$ cat src/rtl/uart_pkg.sv
// Shared types and constants for the UART transmitter slice.
package uart_pkg;

  localparam int   DATA_BITS = 8;
  localparam logic MARK      = 1'b1;
  localparam logic SPACE     = 1'b0;

  typedef enum logic [2:0] {
    IDLE,
    START,
    DATA,
    PARITY,
    STOP
  } state_t;

endpackage

$ cat src/rtl/uart_baud_cnt.sv
// Bit-period counter: counts 0..D-1 while enabled and pulses bit_done on the
// last cycle of each serial bit. A clear restarts the period at 0 so a new
// frame always begins with a full-length start bit.
module uart_baud_cnt #(
  parameter int D = 434,
  parameter int L = 9
) (
  input  logic clk,
  input  logic rst,
  input  logic clr,
  input  logic en,
  output logic bit_done
);

  localparam logic [L-1:0] LAST = L'(D - 1);

  logic [L-1:0] cnt;

  assign bit_done = en && (cnt == LAST);

  // Period counter, wraps at each bit boundary and idles at zero.
  always_ff @(posedge clk or posedge rst) begin
    if (rst) begin
      cnt <= '0;
    end else if (clr) begin
      cnt <= '0;
    end else if (en) begin
      cnt <= bit_done ? '0 : cnt + L'(1);
    end
  end

endmodule

$ cat src/rtl/uart_tx.sv
// Byte-wide UART transmitter, 8N1, LSB first, D clock cycles per bit.
// Optional build macro UART_TX_PARITY_EN inserts an even-parity bit between
// data bit 7 and the stop bit (frame grows from 10*D to 11*D cycles).
// Both serial outputs are registered; the FSM computes their next values.
module uart_tx
  import uart_pkg::*;
#(
  parameter int D = 434,
  parameter int L = 9
) (
  input  logic       i_clk,
  input  logic       i_rst,
  input  logic [7:0] i_data,
  input  logic       i_we,
  output logic       o_data,
  output logic       o_busy
);

  state_t                 state, state_nxt;
  logic [DATA_BITS-1:0]   shreg, shreg_nxt;
  logic [2:0]             idx, idx_nxt;
  logic                   data_nxt, busy_nxt;
  logic                   accept;
  logic                   bit_done;
`ifdef UART_TX_PARITY_EN
  logic                   par, par_nxt;
`endif

  uart_baud_cnt #(.D(D), .L(L)) u_baud (
    .clk      (i_clk),
    .rst      (i_rst),
    .clr      (accept),
    .en       (state != IDLE),
    .bit_done (bit_done)
  );

  // FSM state register.
  always_ff @(posedge i_clk or posedge i_rst) begin
    if (i_rst) state <= IDLE;
    else       state <= state_nxt;
  end

  // Next state plus next values of the line, busy flag and shift datapath.
  always_comb begin
    state_nxt = state;
    shreg_nxt = shreg;
    idx_nxt   = idx;
    data_nxt  = o_data;
    busy_nxt  = o_busy;
    accept    = 1'b0;
`ifdef UART_TX_PARITY_EN
    par_nxt   = par;
`endif
    case (state)
      IDLE: begin
        data_nxt = MARK;
        busy_nxt = 1'b0;
        if (i_we) begin
          accept    = 1'b1;
          state_nxt = START;
          shreg_nxt = i_data;
          idx_nxt   = 3'd0;
          data_nxt  = SPACE;
          busy_nxt  = 1'b1;
`ifdef UART_TX_PARITY_EN
          par_nxt   = ^i_data;
`endif
        end
      end
      START: begin
        if (bit_done) begin
          state_nxt = DATA;
          data_nxt  = shreg[0];
        end
      end
      DATA: begin
        if (bit_done) begin
          if (idx == 3'(DATA_BITS - 1)) begin
`ifdef UART_TX_PARITY_EN
            state_nxt = PARITY;
            data_nxt  = par;
`else
            state_nxt = STOP;
            data_nxt  = MARK;
`endif
          end else begin
            // Shift right so the next bit to send always sits at shreg[0].
            idx_nxt   = idx + 3'd1;
            shreg_nxt = {1'b0, shreg[DATA_BITS-1:1]};
            data_nxt  = shreg[1];
          end
        end
      end
`ifdef UART_TX_PARITY_EN
      PARITY: begin
        if (bit_done) begin
          state_nxt = STOP;
          data_nxt  = MARK;
        end
      end
`endif
      STOP: begin
        if (bit_done) begin
          state_nxt = IDLE;
          data_nxt  = MARK;
          busy_nxt  = 1'b0;
        end
      end
      default: begin
        state_nxt = IDLE;
        data_nxt  = MARK;
        busy_nxt  = 1'b0;
      end
    endcase
  end

  // Registered outputs and shift datapath; reset returns the line to mark.
  always_ff @(posedge i_clk or posedge i_rst) begin
    if (i_rst) begin
      o_data <= MARK;
      o_busy <= 1'b0;
      shreg  <= '0;
      idx    <= 3'd0;
`ifdef UART_TX_PARITY_EN
      par    <= 1'b0;
`endif
    end else begin
      o_data <= data_nxt;
      o_busy <= busy_nxt;
      shreg  <= shreg_nxt;
      idx    <= idx_nxt;
`ifdef UART_TX_PARITY_EN
      par    <= par_nxt;
`endif
    end
  end

endmodule

$ cat config.mk
export PLATFORM = sky130hd
export DESIGN_NAME = uart_tx
export DESIGN_NICKNAME = d
export VERILOG_FILES = /design/src/rtl/uart_pkg.sv /design/src/rtl/uart_baud_cnt.sv /design/src/rtl/uart_tx.sv
export SDC_FILE = /design/constraint.sdc
export NUM_CORES = 1
export LEC_CHECK = 0
export ABC_AREA = 0
export BUFFER_PORTS_ARGS = -buffer_cell sky130_fd_sc_hd__buf_2
export CORE_ASPECT_RATIO = 0.5
export CORE_MARGIN = 4
export CORE_UTILIZATION = 53
export CTS_CLUSTER_DIAMETER = 150
export DETAILED_ROUTE_END_ITERATION = 10
export PLACE_DENSITY = 0.72
export SYNTH_ARGS = -nofsm -noshare
export SYNTH_HDL_FRONTEND = slang
export SYNTH_SLANG_ARGS = --single-unit
export TNS_END_PERCENT = 10
$ cat constraint.sdc
create_clock -name i_clk -period 4 [get_ports i_clk]
set_input_delay 0.2 -clock i_clk [delete_from_list [all_inputs] [get_ports i_clk]]
set_output_delay 0.2 -clock i_clk [all_outputs]
set_load 0.005 [all_outputs]
==> out/metrics.csv, run 1 <==
stage,metric,value,unit
clock_network,Clock Sinks,25,
timing,fin crit period,2.378,ns
routing,wire per inst,13.41,um
yosys,Post-synth EDFFs,0,
cells_and_area,fin area,1479,um^2
routing,final WL,2.481,mm
yosys,Cell variety after synth,40,
clock_network,clk slew on worst S/H paths,0.09,ns
routing,via count,1045,
setup_path,Worst setup SP type,flip-flop,
timing,Setup TNS Final,0,ns
cells_and_area,Area Overhead vs Synth,6.872,%
grt,vias in the first global route,915,
yosys,syn avg cell area,9.745,um^2
place,pre-CTS setup slack,1.584,ns
yosys,Seq cells post-synth,25,
yosys,Async SR Flop Fraction,1.000,
power_and_ir_drop,Clock Power Share,0.195,
power_and_ir_drop,PD cells,526.6,nW/um^2
timing,Layout Skew,0.001416,ns
power_and_ir_drop,P_leak,0.6536,nW
worst_hold_path,Hold Crit Class,in -> async,
setup_path,Setup crit end kind,flip-flop,
setup_path,CP Data Arrival Time,2.50,ns
yosys,"Seq/Total Area, Yosys",0.4530,
timing,final worst path period share,0.5945,
yosys,Mapped Cells,142,
timing,f_max,0.4205,GHz
floorplanning,Chip Height,44.13,um
cells_and_area,nets@finish,166,
power_and_ir_drop,sw frac,0.3441,
setup_path,CP Class,reg -> reg,
job,max_cap viols,0,
timing,Worst Max-Slew Pin Slew,0.9691,ns
timing,final hold violations,0,
routing,DRT iter0 DRCs,32,
timing,Slew HR,0.3511,
clock_network,Worst-Skew Late Latency,0.27,ns
routing,DRC,0,
setup_path,CP Max Fanout,22,
yosys,dominant synthesized flop cell,dfrtp_1,
grt,gr usage total,0.1556,
grt,largest net degree at the start of global routing,26,
clock_network,Num CTS Buffers,3,
power_and_ir_drop,Seq pwr share,0.565,
routing,post-DR vias/cell,5.649,
clock_network,Root Driver,clkbuf_8,
clock_network,cts hold-fix bufs,0,
place,DP HPWL,1.792,mm
clock_network,H-Tree Depth,1,
timing,Setup Viol. Count Final,0,
floorplanning,die span in x,80.27,um
cells_and_area,"commonest cells after routing, fill and taps aside","dfrtp_1 (24), nand2_1 (22), o21ai_0 (15)",
yosys,YS warnings,0,
cells_and_area,diode count,0,
timing,max-slew violation count,0,
setup_path,Crit path required time,4.12,ns
cells_and_area,share of layout cells above drive strength 1,0.1733,
place,DP Area,1433,um^2
power_and_ir_drop,Internal,0.5109,mW
power_and_ir_drop,overall power,0.7788,mW
power_and_ir_drop,NetSw,0.2680,mW
floorplanning,I/O Pins,13,
clock_network,Max Buffers Root-to-Sink,2,
floorplanning,Die Footprint,3542,um^2
status,status,completed,
timing,"Worst Setup Slack, final",1.622,ns
grt,first-pass GRT wire length,4.284,mm
routing,drt pass-1 iters,4,
yosys,Netlist Area Pre-Place,1384,um^2
floorplanning,total core area,2342,um^2
power_and_ir_drop,Worst VDD drop,0.3015,mV
place,Final GP Congestion,0.7591,
clock_network,Post-CTS Setup Inserts,0,
clock_network,CTS tree,built,
routing,Antenna Nets Post-Route,0,
timing,RSZ-0062 raised after global routing,no,
grt,global route overflow,0,
floorplanning,Initial Util,0.5908,
cells_and_area,"commonest non-fill, non-tap cell in the layout",dfrtp_1,
yosys,Syn Nets,157,
power_and_ir_drop,Comb pwr share,0.240,
grt,initial antenna violation count,0,
clock_network,post-CTS resize count,0,
place,Port Buffers,12,
floorplanning,row count,12,
flip-flops by register name (all words and copies together), names as in the netlist:
signal      flops
shreg           8
state           3
idx             3
u_baud.cnt      9
o_data          1
o_busy          1
stage by stage:
stage               std cells  utilization  hold slack (ns)
global route              185       0.6314           0.1946
detailed placement        181       0.6116           0.4606
finish                    185       0.6314           0.1090
global placement          181       0.6116           0.4540
floorplan                 142            -           0.2266
CTS                       185       0.6314           0.1605
worst max-delay path, cell delays in order, from the launching register on:
cell and delay [ns]:
dfrtp_1 0.53, nor3b_2 0.85, a41oi_2 0.55, nand2_1 0.18, o21ai_0 0.11
per-layer routing:
| metal | vias up | share of wire | GRT usage |
|---|---|---|---|
| met5 | - | 0 | 0 |
| met4 | 0 | 0 | 0.01010 |
| met3 | 0 | 0.062 | 0.05488 |
| met2 | 23 | 0.46 | 0.2549 |
| met1 | 492 | 0.47 | 0.2104 |
| li1 | 530 | - | - |
area by class of cell:
type | count | area (um^2)
fill | 212 | 863.3
clock inverter | 1 | 5.005
clock buffer | 3 | 41.29
tap | 35 | 43.79
sequential | 25 | 626.9
timing repair buffer | 12 | 60.06
inverter | 4 | 15.01
multi-input combinational | 105 | 686.9
Yosys cell counts, types with 2 or more instances:
cell type | n | area share
o21ai_0 | 15 | 0.054
buf_2 | 5 | 0.018
inv_1 | 4 | 0.011
a41oi_1 | 2 | 0.013
or3_1 | 2 | 0.0090
nand2b_1 | 5 | 0.023
nor3_1 | 3 | 0.011
a211oi_1 | 2 | 0.011
o21a_1 | 2 | 0.011
nand3_1 | 6 | 0.022
ha_1 | 4 | 0.036
a31oi_1 | 5 | 0.023
mux2i_1 | 7 | 0.051
nand2_1 | 22 | 0.060
nor2_1 | 3 | 0.0081
and3_1 | 2 | 0.0090
dfrtp_1 | 24 | 0.43
buf_6 | 2 | 0.016
a21oi_1 | 6 | 0.022
power groups by stage:
stage	registers, mW	clock network (mW)	logic (mW)
2_1_floorplan	0.410	0	0.170
3_3_place_gp	0.437	0	0.182
5_1_grt	0.454	0.166	0.219
3_5_place_dp	0.444	0	0.191
4_1_cts	0.438	0.157	0.191
6_report	0.440	0.152	0.187
path summary, 6_finish.rpt:
check / cells after the start / start / slack [ns] / to
max in group asynchronous: 2 / i_rst / 3.34 / u_baud.cnt[7]$_DFFE_PP0P_
min in group i_clk: 3 / i_data[7] / 0.18 / shreg[7]$_DFFE_PP0P_
min reg2reg: 1 / o_busy$_DFFE_PP0P_ / 0.48 / o_busy$_DFFE_PP0P_
max reg2reg: 4 / state[1]$_DFFE_PP0P_ / 1.62 / idx[1]$_DFFE_PP0P_
max: 4 / state[1]$_DFFE_PP0P_ / 1.62 / idx[1]$_DFFE_PP0P_
min: 2 / i_rst / 0.11 / state[2]$_DFFE_PP0P_
cell families after synthesis:
kind of cell               share of synthesized area
adders and majority gates                    0.03617
AOI/OAI and AO/OA                             0.1935
xor gates and xnor gates                    0.006330
and+or+nand+nor                               0.2098
buffers and inverters                        0.05063
DFF                                           0.4530
muxes                                        0.05063
Note: power is estimated with default switching activity, not from simulation.
==> run 2: changes to the inputs <==
--- a/config.mk
+++ b/config.mk
@@ -5,14 +5,14 @@
 export SDC_FILE = /design/constraint.sdc
 export NUM_CORES = 1
 export LEC_CHECK = 0
-export ABC_AREA = 0
+export ABC_AREA = 1
 export BUFFER_PORTS_ARGS = -buffer_cell sky130_fd_sc_hd__buf_2
 export CORE_ASPECT_RATIO = 0.5
 export CORE_MARGIN = 4
-export CORE_UTILIZATION = 53
+export CORE_UTILIZATION = 52
 export CTS_CLUSTER_DIAMETER = 150
 export DETAILED_ROUTE_END_ITERATION = 10
-export PLACE_DENSITY = 0.72
+export PLACE_DENSITY = 0.74
 export SYNTH_ARGS = -nofsm -noshare
 export SYNTH_HDL_FRONTEND = slang
 export SYNTH_SLANG_ARGS = --single-unit
==> constraint.sdc (replaced) <==
create_clock -name i_clk -period 2.1 [get_ports i_clk]
set_input_delay 0.105 -clock i_clk [delete_from_list [all_inputs] [get_ports i_clk]]
set_output_delay 0.105 -clock i_clk [all_outputs]
set_load 0.005 [all_outputs]
==> run 2 against run 1 <==
Against the previous run:
- design area rose by 7.4%
- combinational power grew to 2.7 times the previous value
- clock skew up 0.0028 ns
- flip-flop and latch count stayed put
- count of clock-buffer cells in the layout stayed put
- first-iteration DRC count increased by 81%
- worst setup slack lost 1.3 ns
- sequential share of layout area fell by 2.9 points
- routed wire length grew 8.8%
- synthesized area is 3.9% higher
- critical path type unchanged
- largest cell class unchanged
- highest routed layer unchanged
==> out/metrics.csv, run 2 <==
stage,metric,value,unit
grt,vias in the first global route,1061,
yosys,YS warnings,0,
floorplanning,I/O Pins,13,
yosys,dominant synthesized flop cell,dfrtp_1,
yosys,"Seq/Total Area, Yosys",0.4360,
timing,f_max,0.5692,GHz
yosys,Async SR Flop Fraction,1.000,
grt,GR peak layer,met2,
setup_path,CP Data Arrival Time,1.97,ns
floorplanning,Chip Height,45.18,um
place,Final GP Congestion,0.8131,
yosys,Cell variety after synth,27,
yosys,Syn Nets,195,
power_and_ir_drop,sw frac,0.3625,
setup_path,CP Class,reg -> reg,
power_and_ir_drop,P_leak,0.8208,nW
place,DP Area,1528,um^2
yosys,Netlist Area Pre-Place,1438,um^2
floorplanning,total core area,2619,um^2
setup_path,reg-to-reg startpoint,state[2]$_DFFE_PP0P_,
yosys,post-synth top area cell,dfrtp_1,
timing,Layout Skew,0.004194,ns
clock_network,Worst-Skew Late Latency,0.28,ns
cells_and_area,fin area,1588,um^2
power_and_ir_drop,Seq pwr share,0.504,
job,max_cap viols,0,
yosys,syn avg cell area,7.987,um^2
timing,max-slew violation count,0,
setup_path,Crit path required time,2.31,ns
floorplanning,row count,13,
clock_network,CTS tree,built,
place,Port Buffers,12,
grt,gr usage total,0.1700,
setup_path,Setup crit end kind,flip-flop,
clock_network,Num CTS Buffers,3,
cells_and_area,"commonest non-fill, non-tap cell in the layout",nand2_1,
setup_path,CP endpoint,shreg[7]$_DFFE_PP0P_,
grt,initial antenna violation count,0,
yosys,Area contributors post-synth,"dfrtp_1 (42%), nand2_1 (17%), nand3_1 (6.6%)",
setup_path,R2R Path End,shreg[7]$_DFFE_PP0P_,
power_and_ir_drop,Comb pwr share,0.304,
clock_network,Max Buffers Root-to-Sink,2,
setup_path,worst-case reg-to-reg path depth,7,
cells_and_area,Area Overhead vs Synth,10.44,%
worst_hold_path,worst min-delay path startpoint,i_data[7],
grt,largest net degree at the start of global routing,26,
cells_and_area,fin cells,232,
grt,met3 usage,0.05378,
yosys,"count leader, synth",nand2_1,
cells_and_area,share of layout cells above drive strength 1,0.1795,
timing,RSZ-0062 raised after global routing,no,
power_and_ir_drop,NetSw,0.5916,mW
yosys,Post-synth EDFFs,0,
yosys,Commonest cells post-synth,"nand2_1 (64), dfrtp_1 (24), nand3_1 (19)",
setup_path,reg2reg setup slack,0.34,ns
yosys,top-area cell type share of the netlist area,0.4178,
place,DP HPWL,1.912,mm
clock_network,Root Driver,clkbuf_8,
timing,fin crit period,1.757,ns
cells_and_area,Biggest register,u_baud.cnt,
clock_network,Clock Sinks,25,
grt,grt met2 use,0.2803,
cells_and_area,"commonest cells after routing, fill and taps aside","nand2_1 (64), dfrtp_1 (24), nand3_1 (19)",
cells_and_area,biggest regs,"u_baud.cnt: 9 flops, shreg: 8 flops",
routing,via count,1175,
worst_hold_path,Hold Crit Class,in -> reg,
cells_and_area,nets@finish,211,
routing,DRT iter0 DRCs,58,
grt,first-pass GRT wire length,4.719,mm
floorplanning,die span in x,82.36,um
power_and_ir_drop,Internal,1.040,mW
place,Cells after DPL,227,
clock_network,clk slew on worst S/H paths,0.10,ns
routing,Antenna Nets Post-Route,0,
routing,post-DR vias/cell,5.065,
cells_and_area,max FFs per register,9,
floorplanning,Die Footprint,3721,um^2
yosys,Seq cells post-synth,25,
clock_network,H-Tree Depth,1,
floorplanning,Initial Util,0.5490,
yosys,Mapped Cells,180,
timing,Setup TNS Final,0,ns
routing,final WL,2.700,mm
power_and_ir_drop,Worst VDD drop,0.4978,mV
timing,final worst path period share,0.8366,
setup_path,CP Max Fanout,15,
cells_and_area,final core occ,0.6063,
setup_path,Worst setup SP type,flip-flop,
cells_and_area,diode count,0,
routing,drt pass-1 iters,4,
timing,Setup Viol. Count Final,0,
routing,DRC,0,
setup_path,crit path from,state[2]$_DFFE_PP0P_,
routing,wire per inst,11.64,um
status,status,completed,
timing,final hold violations,0,
timing,Slew HR,0.6846,
power_and_ir_drop,PD cells,1028,nW/um^2
timing,Worst Max-Slew Pin Slew,0.4726,ns
grt,global route overflow,0,
power_and_ir_drop,Clock Power Share,0.192,
grt,met1 usage,0.2206,
[run 2: through the flow]
| step | worst slack (ns) | power (mW) | hold slack, ns |
|---|---|---|---|
| finish | 0.3431 | 1.632 | 0.07913 |
| global route | 0.1608 | 1.779 | 0.07237 |
| CTS | 0.3433 | 1.649 | 0.07690 |
| detailed placement | 0.3664 | 1.330 | 0.1740 |
| global placement | 0.4419 | 1.307 | 0.1683 |
| floorplan | 0.5954 | 1.204 | 0.1316 |
[run 2: logic make-up (layout without fill, tap and decap cells)]
kind of cell | Yosys count | after routing | synth area share
AO/OA/AOI/OAI | 24 | 24 | 0.1123
XOR/XNOR | 3 | 3 | 0.01828
adder cells (fa/ha/maj) | 4 | 4 | 0.03481
buffers and inverters | 20 | 35 | 0.06092
flip-flops | 25 | 25 | 0.4360
AND/OR/NAND/NOR | 104 | 104 | 0.3377
[run 2: worst min-delay path by stage]
stage | to | slack [ns] | depth (start not counted)
6_report | shreg[7]$_DFFE_PP0P_ | 0.08 | 3
5_1_grt | shreg[7]$_DFFE_PP0P_ | 0.07 | 3
4_1_cts | shreg[7]$_DFFE_PP0P_ | 0.08 | 3
3_5_place_dp | idx[2]$_DFFE_PP0P_ | 0.17 | 3
3_3_place_gp | idx[2]$_DFFE_PP0P_ | 0.17 | 3
2_1_floorplan | idx[0]$_DFFE_PP0P_ | 0.13 | 1
[run 2: what timing repair did]
item	4_1_cts	5_1_grt
hold buffers	1	0
setup buffers	0	0
setup endpoints to repair	0	0
endpoints found under the hold margin	24	0
resized for setup	0	0
[run 2: per-layer routing]
| layer | share of wire | up-vias |
|---|---|---|
| li1 | - | 615 |
| met1 | 0.47 | 536 |
| met2 | 0.49 | 24 |
| met3 | 0.043 | 0 |
| met4 | 0 | 0 |
| met5 | 0 | - |
[run 2: power groups by stage]
stage	Sequential [mW]	Combinational (mW)	Clock [mW]
5_1_grt	0.853	0.582	0.343
3_3_place_gp	0.825	0.482	0
3_5_place_dp	0.832	0.498	0
4_1_cts	0.823	0.506	0.319
6_report	0.822	0.497	0.313
2_1_floorplan	0.796	0.408	0
[run 2: worst max-delay path: stages (launching register included)]
cell and delay, ns:
dfrtp_1 0.44, nor2_4 0.18, nand2_2 0.19, inv_1 0.42, nand2_2 0.12, nand3_4 0.17, nand2_1 0.09, o21ai_2 0.06
[run 2: layout make-up]
class	count	area, um^2
fillers	248	1031
multi-input cells	135	723.2
flip-flops and latches	25	626.9
repair buffers	14	77.57
inverters	17	63.81
well taps	37	46.29
clock buffers	3	41.29
clock inverters	1	8.758
==> run 3: changes to the inputs <==
==> constraint.sdc (replaced) <==
create_clock -name i_clk -period 1.4 [get_ports i_clk]
set_input_delay 0.07 -clock i_clk [delete_from_list [all_inputs] [get_ports i_clk]]
set_output_delay 0.07 -clock i_clk [all_outputs]
set_load 0.005 [all_outputs]
==> run 3 against run 2 <==
Against the previous run:
- largest power group is now combinational logic
- fmax rose by 14%
- via count rose by 23%
- clock skew fell by 0.0025 ns
- highest routed layer is now met4
- the flow now finishes with violations (setup timing)
==> out/metrics.csv, run 3 (synthesized netlist as in run 2, its figures left out) <==
stage,metric,value,unit
status,status,finished with violations,
status,failing checks,setup timing,
timing,"Worst Setup Slack, final",-0.1384,ns
timing,WHS,0.04200,ns
setup_path,Setup crit end kind,flip-flop,
setup_path,CP Data Arrival Time,1.76,ns
timing,Layout Skew,0.001647,ns
power_and_ir_drop,Clock Power Share,0.150,
routing,final WL,3.995,mm
power_and_ir_drop,Seq pwr share,0.402,
power_and_ir_drop,P_leak,0.9810,nW
cells_and_area,share of layout cells above drive strength 1,0.3717,
routing,DRT iter0 DRCs,115,
floorplanning,die span in x,82.36,um
grt,first-pass GRT wire length,6.361,mm
floorplanning,Initial Util,0.5490,
clock_network,H-Tree Depth,1,
clock_network,Worst-Skew Late Latency,0.27,ns
cells_and_area,biggest regs,"u_baud.cnt: 9 flops, shreg: 8 flops",
cells_and_area,fin area,1952,um^2
place,DP Area,1710,um^2
clock_network,Num CTS Buffers,3,
timing,max-slew violation count,0,
cells_and_area,final core occ,0.7453,
routing,DRC,0,
power_and_ir_drop,Internal,1.862,mW
floorplanning,total core area,2619,um^2
timing,final hold violations,0,
floorplanning,Die Footprint,3721,um^2
place,Final GP Congestion,0.8177,
cells_and_area,Area Overhead vs Synth,35.77,%
place,Cells after DPL,251,
cells_and_area,nets@finish,242,
place,DP HPWL,2.292,mm
timing,final worst path period share,1.099,
clock_network,Root Driver,clkbuf_8,
timing,fin crit period,1.538,ns
setup_path,Crit path required time,1.62,ns
timing,Slew HR,0.7751,
clock_network,clk slew on worst S/H paths,0.09,ns
routing,via count,1443,
routing,wire per inst,15.19,um
cells_and_area,fin cells,263,
routing,post-DR vias/cell,5.487,
grt,initial antenna violation count,0,
grt,gr usage total,0.2366,
power_and_ir_drop,sw frac,0.3757,
cells_and_area,Biggest register,u_baud.cnt,
floorplanning,I/O Pins,13,
place,pre-CTS setup slack,-0.1639,ns
clock_network,CTS tree,built,
timing,Setup Viol. Count Final,23,
power_and_ir_drop,overall power,2.983,mW
power_and_ir_drop,Comb pwr share,0.448,
grt,global route overflow,0,
clock_network,Max Buffers Root-to-Sink,2,
routing,Antenna Nets Post-Route,0,
timing,Setup TNS Final,-1.351,ns
timing,f_max,0.6500,GHz
grt,vias in the first global route,1338,
grt,largest net degree at the start of global routing,26,
cells_and_area,max FFs per register,9,
floorplanning,Chip Height,45.18,um
timing,Worst Max-Slew Pin Slew,0.3373,ns
worst_hold_path,Hold Crit Class,in -> reg,
setup_path,CP Max Fanout,6,
timing,RSZ-0062 raised after global routing,yes,
floorplanning,row count,13,
job,max_cap viols,0,
cells_and_area,diode count,0,
cells_and_area,"commonest non-fill, non-tap cell in the layout",nand2_1,
setup_path,Worst setup SP type,flip-flop,
routing,drt pass-1 iters,4,
setup_path,CP Class,reg -> reg,
power_and_ir_drop,Worst VDD drop,0.9272,mV
power_and_ir_drop,PD cells,1528,nW/um^2
cells_and_area,"commonest cells after routing, fill and taps aside","nand2_1 (59), buf_4 (28), dfrtp_1 (24)",
place,Port Buffers,12,
clock_network,Clock Sinks,25,
power_and_ir_drop,NetSw,1.121,mW
[run 3: changes by cell type in the layout (fill, tap and decap cells not counted), moves of 3 or more]
cell	previous run	this run
ha_1	4	1
nand3_1	19	16
nor2_1	7	4
nand2_4	1	5
nand2_1	64	59
buf_4	1	28
[run 3: power groups by stage]
| stage | Combinational (mW) | Clock [mW] | Sequential [mW] |
|---|---|---|---|
| 5_1_grt | 1.45 | 0.481 | 1.23 |
| 4_1_cts | 1.14 | 0.451 | 1.18 |
| 2_1_floorplan | 0.613 | 0 | 1.19 |
| 3_5_place_dp | 1.03 | 0 | 1.18 |
| 6_report | 1.34 | 0.446 | 1.20 |
| 3_3_place_gp | 0.979 | 0 | 1.17 |
[run 3: path summary, 6_finish.rpt]
kind                                            from                   endpoint  slack, ns  cells past startpoint
setup / recovery           u_baud.cnt[1]$_DFFE_PP0P_       state[1]$_DFFE_PP0P_      -0.14                      9
hold / removal                             i_data[7]       shreg[7]$_DFFE_PP0P_       0.04                      3
setup reg to reg           u_baud.cnt[1]$_DFFE_PP0P_       state[1]$_DFFE_PP0P_      -0.14                      9
hold reg to reg                   o_busy$_DFFE_PP0P_         o_busy$_DFFE_PP0P_       0.47                      2
max in group asynchronous                      i_rst         o_data$_DFFE_PP1P_       0.68                      4
min in group asynchronous                      i_rst  u_baud.cnt[8]$_DFFE_PP0P_       0.43                      4
[run 3: timing repair]
item                                    in CTS  in global routing
cloned                                       2                  0
pin swaps                                    8                  6
setup buffers                                2                  3
endpoints found under the setup margin      23                 24
gates resized for setup                     19                 13
hold buffers                                 1                  0
endpoints found under the hold margin       24                  0
[run 3: routing by layer]
layer  GRT usage  up-vias  share of wire
li1            -      687              -
met1      0.2923      692           0.43
met3     0.06375       11          0.060
met4     0.06291        0          0.027
met5           0        -              0
met2      0.4140       53           0.48
[run 3: layout make-up]
class	instances	area, um^2
Clock buffer	3	41.29
Clock inverter	1	5.005
Fill cell	177	666.9
Inverter	17	70.07
Multi-Input combinational cell	137	859.6
Sequential cell	25	626.9
Tap cell	37	46.29
Timing Repair Buffer	43	302.8
[run 3: worst max-delay path, cell delays in order (launching register included)]
cell	delay, ns
dfrtp_1	0.41
inv_2	0.09
ha_4	0.15
nand2_4	0.05
nor2_4	0.09
nand3_4	0.15
buf_6	0.18
a21oi_4	0.15
nand3_2	0.11
nand2_2	0.10
